===== config.mk =====
export PLATFORM = sky130hd
export DESIGN_NAME = fxu_rs
export DESIGN_NICKNAME = d
export VERILOG_FILES = /design/src/rtl/fxu_pkg.sv /design/src/rtl/fxu_rs_pick.sv /design/src/rtl/fxu_rs.sv
export SDC_FILE = /design/constraint.sdc
export NUM_CORES = 1
export LEC_CHECK = 0
export CAP_MARGIN = 40
export CORE_UTILIZATION = 45
export DETAILED_ROUTE_END_ITERATION = 7
export PLACE_DENSITY = 0.66
export SYNTH_ARGS = -nofsm -noshare
export SYNTH_HDL_FRONTEND = slang
export SYNTH_HIERARCHICAL = 1
export SYNTH_SLANG_ARGS = --single-unit

===== constraint.sdc =====
create_clock -name clk -period 4.7 [get_ports clk]
set_input_delay 0.94 -clock clk [delete_from_list [all_inputs] [get_ports clk]]
set_output_delay 0.94 -clock clk [all_outputs]
set_load 0.01 [all_outputs]

===== src/rtl/fxu_pkg.sv =====
// fxu_pkg: FXU opcodes, widths and the reservation-station entry layout
package fxu_pkg;
  localparam logic [3:0] OP_ADD = 4'd0;
  localparam logic [3:0] OP_SUB = 4'd1;
  localparam logic [3:0] OP_MOV = 4'd4;
  localparam logic [3:0] OP_MOVL = 4'd5;
  localparam logic [3:0] OP_MOVH = 4'd6;
  localparam int IDX_W = 4;
  localparam int DATA_W = 16;
  typedef struct packed {
    logic [3:0] opcode;
    logic va_rdy;
    logic [DATA_W-1:0] va;
    logic vb_rdy;
    logic [DATA_W-1:0] vb;
    logic [7:0] i;
  } entry_t;
endpackage


===== src/rtl/fxu_rs_pick.sv =====
// fxu_rs_pick: one-hot grant among req (lowest index, or oldest via older[j][k]=j older than k when AGE) plus found flag
module fxu_rs_pick #(
  parameter int N = 4,
  parameter bit AGE = 1'b0
) (
  input  logic [N-1:0] req,
  input  logic [N-1:0][N-1:0] older,
  output logic [N-1:0] gnt,
  output logic found
);
  assign found = |req;
  if (AGE) begin : g_age
    always_comb begin
      gnt = '0;
      for (int k = 0; k < N; k++) begin
        gnt[k] = req[k];
        for (int j = 0; j < N; j++)
          if (j != k && req[j] && older[j][k]) gnt[k] = 1'b0;
      end
    end
  end else begin : g_low
    logic unused_older;
    assign unused_older = ^older;
    assign gnt = req & (~req + N'(1));
  end
endmodule


===== src/rtl/fxu_rs.sv =====
// fxu_rs: FXU reservation station (clk, rst_n sync low, flush; dispatch in_*/in_ready; CDB wakeup cdb_*; registered issue out_*); FXU_RS_AGE_EN selects oldest-first issue
module fxu_rs
  import fxu_pkg::*;
#(
  parameter int DEPTH = 4,
  parameter int IDXW = IDX_W
) (
  input  logic clk,
  input  logic rst_n,
  input  logic flush,
  input  logic in_valid,
  output logic in_ready,
  input  logic [3:0] in_opcode,
  input  logic [IDXW-1:0] in_index,
  input  logic in_va_rdy,
  input  logic [15:0] in_va,
  input  logic in_vb_rdy,
  input  logic [15:0] in_vb,
  input  logic [7:0] in_i,
  input  logic cdb_valid,
  input  logic [IDXW-1:0] cdb_rob_index,
  input  logic [15:0] cdb_value,
  output logic out_valid,
  output logic [3:0] out_opcode,
  output logic [IDXW-1:0] out_index,
  output logic [15:0] out_va,
  output logic [15:0] out_vb,
  output logic [7:0] out_i
);
  entry_t ent [DEPTH];
  logic [IDXW-1:0] idx [DEPTH];
  logic [DEPTH-1:0] v, rdy, fgnt, sgnt;
  logic [DEPTH-1:0][DEPTH-1:0] older;
  logic ffound, sfound, disp, a_hit, b_hit;
  entry_t sel_e, new_e;
  logic [IDXW-1:0] sel_idx;
`ifdef FXU_RS_AGE_EN
  localparam bit AGE = 1'b1;
  always_ff @(posedge clk) begin
    if (!rst_n || flush) older <= '0;
    else if (disp)
      for (int k = 0; k < DEPTH; k++)
        if (fgnt[k])
          for (int j = 0; j < DEPTH; j++) begin
            older[j][k] <= v[j];
            older[k][j] <= 1'b0;
          end
  end
`else
  localparam bit AGE = 1'b0;
  assign older = '0;
`endif
  fxu_rs_pick #(.N(DEPTH), .AGE(1'b0)) u_free (.req(~v), .older('0), .gnt(fgnt), .found(ffound));
  fxu_rs_pick #(.N(DEPTH), .AGE(AGE)) u_sel (.req(rdy), .older(older), .gnt(sgnt), .found(sfound));
  assign in_ready = ffound;
  assign disp = in_valid && in_ready;
  assign a_hit = !in_va_rdy && cdb_valid && cdb_rob_index == in_va[IDXW-1:0];
  assign b_hit = !in_vb_rdy && cdb_valid && cdb_rob_index == in_vb[IDXW-1:0];
  assign new_e = '{opcode: in_opcode, va_rdy: in_va_rdy || a_hit, va: a_hit ? cdb_value : in_va,
                   vb_rdy: in_vb_rdy || b_hit, vb: b_hit ? cdb_value : in_vb, i: in_i};
  always_comb begin
    rdy = '0;
    for (int k = 0; k < DEPTH; k++) rdy[k] = v[k] && ent[k].va_rdy && ent[k].vb_rdy;
  end
  always_comb begin
    sel_e = '0;
    sel_idx = '0;
    for (int k = 0; k < DEPTH; k++)
      if (sgnt[k]) begin
        sel_e = ent[k];
        sel_idx = idx[k];
      end
  end
  always_ff @(posedge clk) begin
    if (!rst_n) begin
      v <= '0;
      out_valid <= 1'b0;
      out_opcode <= OP_ADD;
      out_index <= '0;
      out_va <= '0;
      out_vb <= '0;
      out_i <= '0;
    end else if (flush) begin
      v <= '0;
      out_valid <= 1'b0;
    end else begin
      out_valid <= sfound;
      if (sfound) begin
        out_opcode <= sel_e.opcode;
        out_index <= sel_idx;
        out_va <= sel_e.va;
        out_vb <= sel_e.vb;
        out_i <= sel_e.i;
      end
      for (int k = 0; k < DEPTH; k++) begin
        if (v[k] && cdb_valid && !ent[k].va_rdy && ent[k].va[IDXW-1:0] == cdb_rob_index) begin
          ent[k].va <= cdb_value;
          ent[k].va_rdy <= 1'b1;
        end
        if (v[k] && cdb_valid && !ent[k].vb_rdy && ent[k].vb[IDXW-1:0] == cdb_rob_index) begin
          ent[k].vb <= cdb_value;
          ent[k].vb_rdy <= 1'b1;
        end
        if (sgnt[k]) v[k] <= 1'b0;
        if (disp && fgnt[k]) begin
          v[k] <= 1'b1;
          ent[k] <= new_e;
          idx[k] <= in_index;
        end
      end
    end
  end
endmodule


== Yosys cells after proc, flatten, opt, wreduce, memory -nomap -nowiden ==
Memory sizes are Yosys's and may differ from the RTL's.
Cells that the tools add are included.

* Memories: 2
* Input bits: 75
* Bits in registers: 53
* Word-level logic and storage cells: 182
* Output and inout port bits: 50
* Memory bits (writable): 200

* Bitwise logic cells: 15
* Equality and inequality tests: 10
* Reductions and logical operators: 60
* Multiplexer cells: 83
* $add $sub $neg: 2

{| class="wikitable"
|+ Memories
! memory !! words !! width !! rd ports !! clocked after memory_dff !! wr ports !! line !! source
|-
| ent || 4 || 46 || 4 || 0 || 4 || fxu_rs.sv:30 || <nowiki>entry_t ent [DEPTH];</nowiki>
|-
| idx || 4 || 4 || 4 || 0 || 1 || fxu_rs.sv:31 || <nowiki>logic [IDXW-1:0] idx [DEPTH];</nowiki>
|}

{| class="wikitable"
|+ Operators with widths
! operator !! count
|-
| 2-to-1 mux 46 bit || 4
|-
| 2-to-1 mux 17 bit || 8
|-
| 2-to-1 mux 1 bit || 59
|-
| == test 4 bit || 10
|-
| logical AND 1 bit || 37
|-
| 2-to-1 mux 16 bit || 2
|-
| 2-to-1 mux 4 bit || 7
|-
| OR reduction 4 bit || 5
|-
| NOT 4 bit || 3
|-
| logical NOT 1 bit || 10
|-
| adder 4 x 1 -> 4 bit, second input constant || 2
|-
| bitwise AND 4 bit || 2
|-
| OR 1 bit || 8
|-
| nonzero test 2 bit || 4
|-
| 2-to-1 mux 2 bit || 3
|-
| logical OR 1 bit || 2
|-
| NOT 1 bit || 2
|-
| AND reduction 2 bit || 1
|-
| OR reduction 2 bit || 1
|}

== Logic depth before layout (Yosys ltp) ==
Gate-level depths: netlist (run 1).

* Depth in word-level cells: 13
* Gate-level depth with buffers: 8
* Gate-level depth less buffers: 6

== By module ==
Netlist (run 1), hierarchy kept.

{| class="wikitable"
|+ By module, submodules not included
! module !! seq. area each (um^2) !! cells an instance !! times used !! area an instance (um^2)
|-
| fxu_rs || 7066.8 || 843 || 1 || 11771.3
|-
| fxu_rs_pick || 0.0 || 5 || 2 || 37.5
|}

== Worst setup path before layout (run 1) ==
No wires, ideal clock.

* Path type: input to register
* Start: in flush
* End: mem ent[0][25] in the netlist's numbering (enable)
* Slack: 940 ps
* Data arrival time: 3320 ps
* Library setup time: 440 ps
* Data required time: 4260 ps
* Stages: 4
* Path through: nand2b_1 nor2_1 nand2_1 o41ai_1

{| class="wikitable"
|+ RTL lines
! element !! line !! source
|-
| from (decl) || fxu_rs.sv:10 || <nowiki>input logic flush,</nowiki>
|-
| to (decl) || fxu_rs.sv:30 ||
|}

==> results.rst, run 1 <==
.. list-table::
   :header-rows: 1

   * - Metric
     - Value
   * - Crit path buffers/inverters
     - 1
   * - Antenna violations before repair
     - 0
   * - RSZ-0062 raised after global routing
     - no
   * - Static leakage
     - 0.004902 uW
   * - Row count
     - 59
   * - Number of instances resized during post-cts repair
     - 0
   * - Achievable Freq
     - 315.4 MHz
   * - Cell count after synthesis
     - 852
   * - # DRC
     - 0
   * - Detail-routed net length per standard cell
     - 21.34 um
   * - Post-CTS setup repair buffer count
     - 0
   * - Overall die height
     - 164.2 um
   * - TritonCTS Buffers
     - 28
   * - Worst clock skew
     - 15.75 ps
   * - CP max stage delay
     - 930 ps
   * - Endpoint class of the critical path
     - flip-flop
   * - Final max-slew violation count
     - 0
   * - Class of the worst hold path
     - reg -> reg
   * - Detailed Routing Iterations Pass 1
     - 7
   * - CTS tree
     - yes
   * - Ratio of routed vias to standard cells
     - 5.672
   * - Count of buffers inserted at the top-level ports
     - 124
   * - First DRT Iteration DRCs
     - 544
   * - Cell with the biggest individual delay on the critical path
     - sky130_fd_sc_hd__clkdlybuf4s50_1
   * - Worst skew pair latency
     - 530 ps
   * - Total wire length
     - 28320 um
   * - Maximum resistive drop on vdd
     - 0.2690 mV
   * - Worst slew margin relative to its limit
     - 44.23%
   * - Number of hold buffers added after cts
     - 0
   * - Kind of start point of the critical path
     - input port
   * - Maxcap violations
     - 0
   * - Mean Syn Cell Area
     - 13.90 sq um
   * - Starting density of the core
     - 45.70%
   * - Hold Vio Cnt, Final
     - 0
   * - Maximum count of clock buffers along a single path
     - 3
   * - Dpl hpwl
     - 18160 um
   * - Area of the die
     - 26970 sq um
   * - Global-route wire length before repair
     - 43290 um
   * - Antenna viol nets, final
     - 0
   * - Antenna Diode Count
     - 0
   * - # setup viols final
     - 0
   * - Largest net degree at the start of global routing
     - 73
   * - Total negative setup slack
     - 0 ps
   * - Core area
     - 25910 sq um
   * - Vias in the first global route
     - 7420
   * - Period minus WS final
     - 3171 ps
   * - Power per cell area
     - 333.4 nW/um^2
   * - Critical Path, Cell by Cell
     - clkdlybuf4s50_1 -> xor2_1 -> nor3_4 -> a21oi_4 -> mux2_2
   * - Synth-to-layout area growth
     - 22.26%
   * - Startpoint-to-endpoint class of the critical path
     - in -> reg
   * - Core utilization of the finished layout
     - 55.88%
   * - Netlist Area Pre-Place
     - 11840 sq um
   * - Highest net fanout along the worst path
     - 16
   * - Post-synth net total
     - 927
   * - Number of sinks driven by the clock tree
     - 253
   * - Fill cells
     - 2092
   * - Worst-margin pin slew
     - 834.7 ps
   * - Number of placed I/O pins
     - 125
   * - Post-layout net count
     - 1045
   * - Layout cells sized above 1
     - 22.18%
   * - Total number of vias
     - 7527
   * - H-tree lvl count
     - 1
   * - Result of the run
     - finished clean
   * - Die Wd
     - 164.2 um
   * - CP top delay family
     - buffers and inverters
   * - Root Driver
     - sky130_fd_sc_hd__clkbuf_16
   * - Period utilization
     - 67.47%
   * - Synthesis Warnings
     - 6
   * - GRT overflow
     - 0
   * - Clock slew at reported path FFs
     - 60 ps
   * - Required time at the endpoint of the critical path
     - 4970 ps
   * - Weighted congestion at the end of routability-driven global placement
     - 0.8465
   * - Data arrival, critical path
     - 3440 ps
   * - All-Layer GR Usage
     - 21.26%
power breakdown:
part | internal, uW | total (uW) | switching, uW
Sequential | 2440 | 2450 | 8.01
Clock | 1210 | 2070 | 856
Combinational | 166 | 311 | 146
Total | 3820 | 4830 | 1010
worst min-delay path, cell delays in order (launching register included):
cell and delay [ps]:
sky130_fd_sc_hd__dfxtp_1 320, sky130_fd_sc_hd__inv_1 80, sky130_fd_sc_hd__o31ai_1 70
worst paths after layout:
check                                             to               from  slack (ps)  cells past startpoint
worst max-delay path            ent[3][13]$_DFFE_PP_   cdb_rob_index[2]        1530                      5
worst min-delay path               v[3]$_SDFFE_PP0P_  v[3]$_SDFFE_PP0P_         520                      2
worst max register to register  ent[3][13]$_DFFE_PP_  v[0]$_SDFFE_PP0P_        2060                      6
worst min register to register     v[3]$_SDFFE_PP0P_  v[3]$_SDFFE_PP0P_         520                      2
per-layer routing:
metal,track usage (%),wire length [um]
met5,0,0
met2,35.96,13680
met1,29.14,12970
met3,2.551,1157
met4,4.840,518
sequential cells by signal (all words and copies together) (netlist names):
signal / count
out_i: 8
v: 4
out_opcode: 4
ent: 184
out_index: 4
out_va: 16
out_vb: 16
idx: 16
out_valid: 1
cell type report:
| cell class | instances | area, sq um | share of cell area (%) |
|---|---|---|---|
| Inverter | 60 | 225.2 | 1.555 |
| Clock inverter | 12 | 83.83 | 0.5790 |
| Tap cell | 335 | 419.2 | 2.895 |
| Clock buffer | 40 | 787.0 | 5.436 |
| Sequential cell | 253 | 7067 | 48.81 |
| Timing Repair Buffer | 151 | 1584 | 10.94 |
| Multi-Input combinational cell | 476 | 4313 | 29.79 |
cells in the final DEF (no fill, tap or decap), types with 19 or more instances in the layout:
master,n
sky130_fd_sc_hd__dfxtp_1,53
sky130_fd_sc_hd__clkdlybuf4s50_1,123
sky130_fd_sc_hd__buf_4,19
sky130_fd_sc_hd__a221oi_1,48
sky130_fd_sc_hd__xnor2_1,24
sky130_fd_sc_hd__nand2_1,60
sky130_fd_sc_hd__mux2_2,48
sky130_fd_sc_hd__mux2_4,80
sky130_fd_sc_hd__inv_1,59
sky130_fd_sc_hd__a31oi_1,48
sky130_fd_sc_hd__clkbuf_16,29
sky130_fd_sc_hd__a211o_1,48
sky130_fd_sc_hd__edfxtp_1,200
sky130_fd_sc_hd__o21ai_0,48
metrics by stage:
step | setup WS, ps | hold slack [ps] | power [uW] | instances | instance area [sq um]
final | 1529 | 522.1 | 4827 | 1327 | 14480
after global routing | 1441 | 552.8 | 4968 | 1327 | 14480
after CTS | 1546 | 516.6 | 4854 | 1327 | 14480
after global placement | 1052 | 497.9 | 2795 | 1268 | 13420
after floorplan | 939.6 | 473.9 | 2656 | 852 | 11840
after detailed placement | 991.0 | 505.7 | 2804 | 1275 | 13610
(Power assumes the default switching activity.)
==> run 2: changes to the inputs <==
--- a/config.mk
+++ b/config.mk
@@ -8,7 +8,7 @@
 export CAP_MARGIN = 40
 export CORE_UTILIZATION = 45
 export DETAILED_ROUTE_END_ITERATION = 7
-export PLACE_DENSITY = 0.66
+export PLACE_DENSITY = 0.68
 export SYNTH_ARGS = -nofsm -noshare
 export SYNTH_HDL_FRONTEND = slang
 export SYNTH_HIERARCHICAL = 1
==> constraint.sdc (replaced) <==
create_clock -name clk -period 2.6 [get_ports clk]
set_input_delay 0.52 -clock clk [delete_from_list [all_inputs] [get_ports clk]]
set_output_delay 0.52 -clock clk [all_outputs]
set_load 0.01 [all_outputs]
==> run 2 against run 1 <==
  * First-iteration DRC count shrank 15%
  * Die area unchanged
  * Count of clock-buffer cells in the layout down 3
  * Routed wire length is 1.4% higher
  * Sequential share of layout area down 1.7 points
  * Non-clock buffer count grew 30
  * Worst setup slack got worse by 1300 ps
  * Total power rose by 84%
  * Core utilization rose by 2.0 points
  * Worst hold slack lost 190 ps
  * Global-route usage is 0.70 points higher
  * Sequential power increased by 80%
==> results.rst, run 2 (synthesis results as in run 1) <==
.. list-table::
   :header-rows: 1

   * - Metric
     - Value
   * - Result of the run
     - finished clean
   * - Post-layout net count
     - 1074 (+2.8%)
   * - Busiest layer in global routing
     - met2
   * - Dpl hpwl
     - 18640 um (+2.7%)
   * - Layout cells sized above 1
     - 25.12% (+2.9 points)
   * - CTS tree
     - yes
   * - Final max-slew violation count
     - 0 (unchanged)
   * - GRT overflow
     - 0 (unchanged)
   * - Number of instances resized during post-cts repair
     - 0 (unchanged)
   * - Fill cells
     - 2036 (-2.7%)
   * - Ratio of routed vias to standard cells
     - 5.700 (+0.49%)
   * - Post-placement setup slack
     - -25.92 ps (-1017 ps)
   * - Antenna violations before repair
     - 0 (unchanged)
   * - Static leakage
     - 0.005202 uW (+6.1%)
   * - Register with the most flip-flops
     - ent
   * - First DRT Iteration DRCs
     - 461 (-15%)
   * - Achievable Freq
     - 424.7 MHz
   * - Worst-margin pin slew
     - 571.5 ps (-263.2 ps)
   * - Worst slew margin relative to its limit
     - 61.80% (+18 points)
   * - Maximum resistive drop on vdd
     - 0.5102 mV (+90%)
   * - Area of the die
     - 26970 sq um (unchanged)
   * - Period utilization
     - 90.57%
   * - Post-CTS setup repair buffer count
     - 0 (unchanged)
   * - Most common library cell in the layout ignoring fill and taps
     - sky130_fd_sc_hd__edfxtp_1
   * - Data arrival, critical path
     - 2620 ps (-820 ps)
   * - Worst R2R Start
     - v[1]$_SDFFE_PP0P_
   * - CP max stage delay
     - 560 ps (-370 ps)
   * - Synth-to-layout area growth
     - 26.55%
   * - Highest net fanout along the worst path
     - 16 (unchanged)
   * - Number of sinks driven by the clock tree
     - 253 (unchanged)
   * - Startpoint-to-endpoint class of the critical path
     - reg -> reg
   * - Clock slew at reported path FFs
     - 60 ps (about the same)
   * - Detailed Routing Iterations Pass 1
     - 5 (-2)
   * - Root Driver
     - sky130_fd_sc_hd__clkbuf_16
   * - Overall die height
     - 164.2 um (unchanged)
   * - Slack of the worst reg-to-reg path
     - 250 ps (-1810 ps)
   * - Hold Vio Cnt, Final
     - 0 (unchanged)
   * - Weighted congestion at the end of routability-driven global placement
     - 0.8067 (-4.7%)
   * - Cell with the biggest individual delay on the critical path
     - sky130_fd_sc_hd__or4_1
   * - Global-route wire length before repair
     - 44930 um (+3.8%)
   * - Endpoint class of the critical path
     - flip-flop
   * - Met1 track utilization from global routing
     - 29.91% (+0.77 points)
   * - Maximum count of clock buffers along a single path
     - 3 (unchanged)
   * - Antenna Diode Count
     - 0 (unchanged)
   * - Hold Path End
     - out_va[2]$_SDFFE_PN0P_
   * - Total wire length
     - 28730 um (+1.4%)
   * - Class of the worst hold path
     - in -> reg
   * - Min-Delay Startpoint
     - rst_n
   * - TritonCTS Buffers
     - 27 (-3.6%)
   * - Global-route met3 utilization
     - 2.424% (-0.13 points)
   * - H-tree lvl count
     - 1 (unchanged)
   * - FF-to-FF path depth
     - 7 (+1)
   * - Number of placed I/O pins
     - 125 (unchanged)
   * - Period minus WS final
     - 2355 ps
   * - Die Wd
     - 164.2 um (unchanged)
   * - Detail-routed net length per standard cell
     - 21.22 um (-0.60%)
   * - Maxcap violations
     - 0 (unchanged)
   * - Vias in the first global route
     - 7881 (+6.2%)
   * - Area taken by flip-flops and latches
     - 7067 sq um (unchanged)
   * - # DRC
     - 0 (unchanged)
   * - Worst skew pair latency
     - 520 ps (about the same)
   * - Antenna viol nets, final
     - 0 (unchanged)
   * - Number of flip-flops in the largest register
     - 184 (unchanged)
   * - Worst-case setup margin in the final layout
     - 245.1 ps (-1284 ps)
   * - Row count
     - 59 (unchanged)
   * - Number of hold buffers added after cts
     - 0 (unchanged)
   * - Capture instance of the worst register-to-register path
     - ent[1][15]$_DFFE_PP_
   * - Global routing met2 resource utilization
     - 37.57% (+1.6 points)
   * - Area taken by multi-input logic gates
     - 4403 sq um (+2.1%)
   * - Total negative setup slack
     - 0 ps (unchanged)
   * - Starting density of the core
     - 45.70% (unchanged)
   * - Total number of vias
     - 7718 (+2.5%)
   * - Worst clock skew
     - 11.18 ps (-4.570 ps)
   * - Hold Crit Depth
     - 3 (+1)
   * - Required time at the endpoint of the critical path
     - 2870 ps (-2100 ps)
   * - Core area
     - 25910 sq um (unchanged)
   * - Power per cell area
     - 593.8 nW/um^2 (+78%)
   * - All-Layer GR Usage
     - 21.95% (+0.70 points)
   * - Kind of start point of the critical path
     - flip-flop
   * - Critical Path, Cell by Cell
     - inv_1 -> or4_1 -> and4b_1 -> nand2_1 -> a21oi_4 -> buf_12 -> mux2_4
   * - Largest net degree at the start of global routing
     - 58 (-21%)
   * - Highest-count cells in the layout ignoring fill and taps
     - sky130_fd_sc_hd__edfxtp_1, sky130_fd_sc_hd__clkdlybuf4s50_1, sky130_fd_sc_hd__mux2_4
   * - # setup viols final
     - 0 (unchanged)
   * - Count of buffers inserted at the top-level ports
     - 124 (unchanged)
   * - RSZ-0062 raised after global routing
     - no
run 2: cell types whose count changed in the layout (fill, tap and decap cells not counted), moves of 3 or more:
cell                       delta
sky130_fd_sc_hd__o41ai_2      -8
sky130_fd_sc_hd__o41ai_4      +8
sky130_fd_sc_hd__clkbuf_8     +3
sky130_fd_sc_hd__buf_16       -6
sky130_fd_sc_hd__buf_12      +22
sky130_fd_sc_hd__clkinv_1     -5
sky130_fd_sc_hd__buf_4       +14
sky130_fd_sc_hd__clkbuf_1     -4
run 2: critical path, delay by kind of cell (launching register included):
| family | cells | cell delay (ps) |
|---|---|---|
| muxes | 1 | 300 |
| AOI/OAI and AO/OA | 1 | 60 |
| buffers and inverters | 2 | 290 |
| and+or+nand+nor | 3 | 1090 |
| DFF | 1 | 350 |
run 2: layout make-up:
type / instances / area share (%)
inverters: 60 / 1.503
well taps: 335 / 2.797
repair buffers: 181 / 13.12
clock inverters: 12 / 0.9517
flip-flops and latches: 253 / 47.15
multi-input cells: 476 / 29.38
clock buffers: 37 / 5.093
run 2: metal layers:
metal / part of all wire [%] / vias up
met4: 1.9 / 0
li1: - / 3573
met1: 45 / 3913
met3: 3.8 / 36
met2: 49 / 196
met5: 0 / -
run 2: worst max-delay path by stage:
stage | to | from
after floorplan | ent[0][25]$_DFFE_PP_ | flush
after global placement | ent[2][18]$_DFFE_PP_ | flush
after detailed placement | ent[3][20]$_DFFE_PP_ | cdb_rob_index[2]
after CTS | in_ready | v[1]$_SDFFE_PP0P_
after global routing | ent[1][23]$_DFFE_PP_ | v[1]$_SDFFE_PP0P_
final | ent[1][15]$_DFFE_PP_ | v[1]$_SDFFE_PP0P_
run 2: where the power goes:
group / internal, uW / switching, uW / leakage, uW
clock: 2350 / 1530 / 0.000441
sequential: 4410 / 15.2 / 0.00225
combinational: 326 / 275 / 0.00251
run 2: stage by stage:
step | hold slack, ps | instance area [sq um] | std cells | power, uW | utilization [%]
6_report | 329.7 | 14990 | 1354 | 8900 | 57.84
5_1_grt | 331.8 | 14990 | 1354 | 9157 | 57.84
4_1_cts | 300.2 | 14980 | 1354 | 8975 | 57.83
3_5_place_dp | 504.8 | 14080 | 1305 | 5107 | 54.33
3_3_place_gp | 487.4 | 14080 | 1305 | 5094 | 54.33
2_1_floorplan | 473.9 | 11900 | 852 | 4804 | -
==> run 3: changes to the inputs <==
--- a/config.mk
+++ b/config.mk
@@ -8,6 +8,7 @@
 export CAP_MARGIN = 40
 export CORE_UTILIZATION = 45
 export DETAILED_ROUTE_END_ITERATION = 7
+export HOLD_SLACK_MARGIN = 0.15
 export PLACE_DENSITY = 0.68
 export SYNTH_ARGS = -nofsm -noshare
 export SYNTH_HDL_FRONTEND = slang
==> results of run 3 <==
Same layout as run 2: the final DEF is identical, and so are final timing and power.
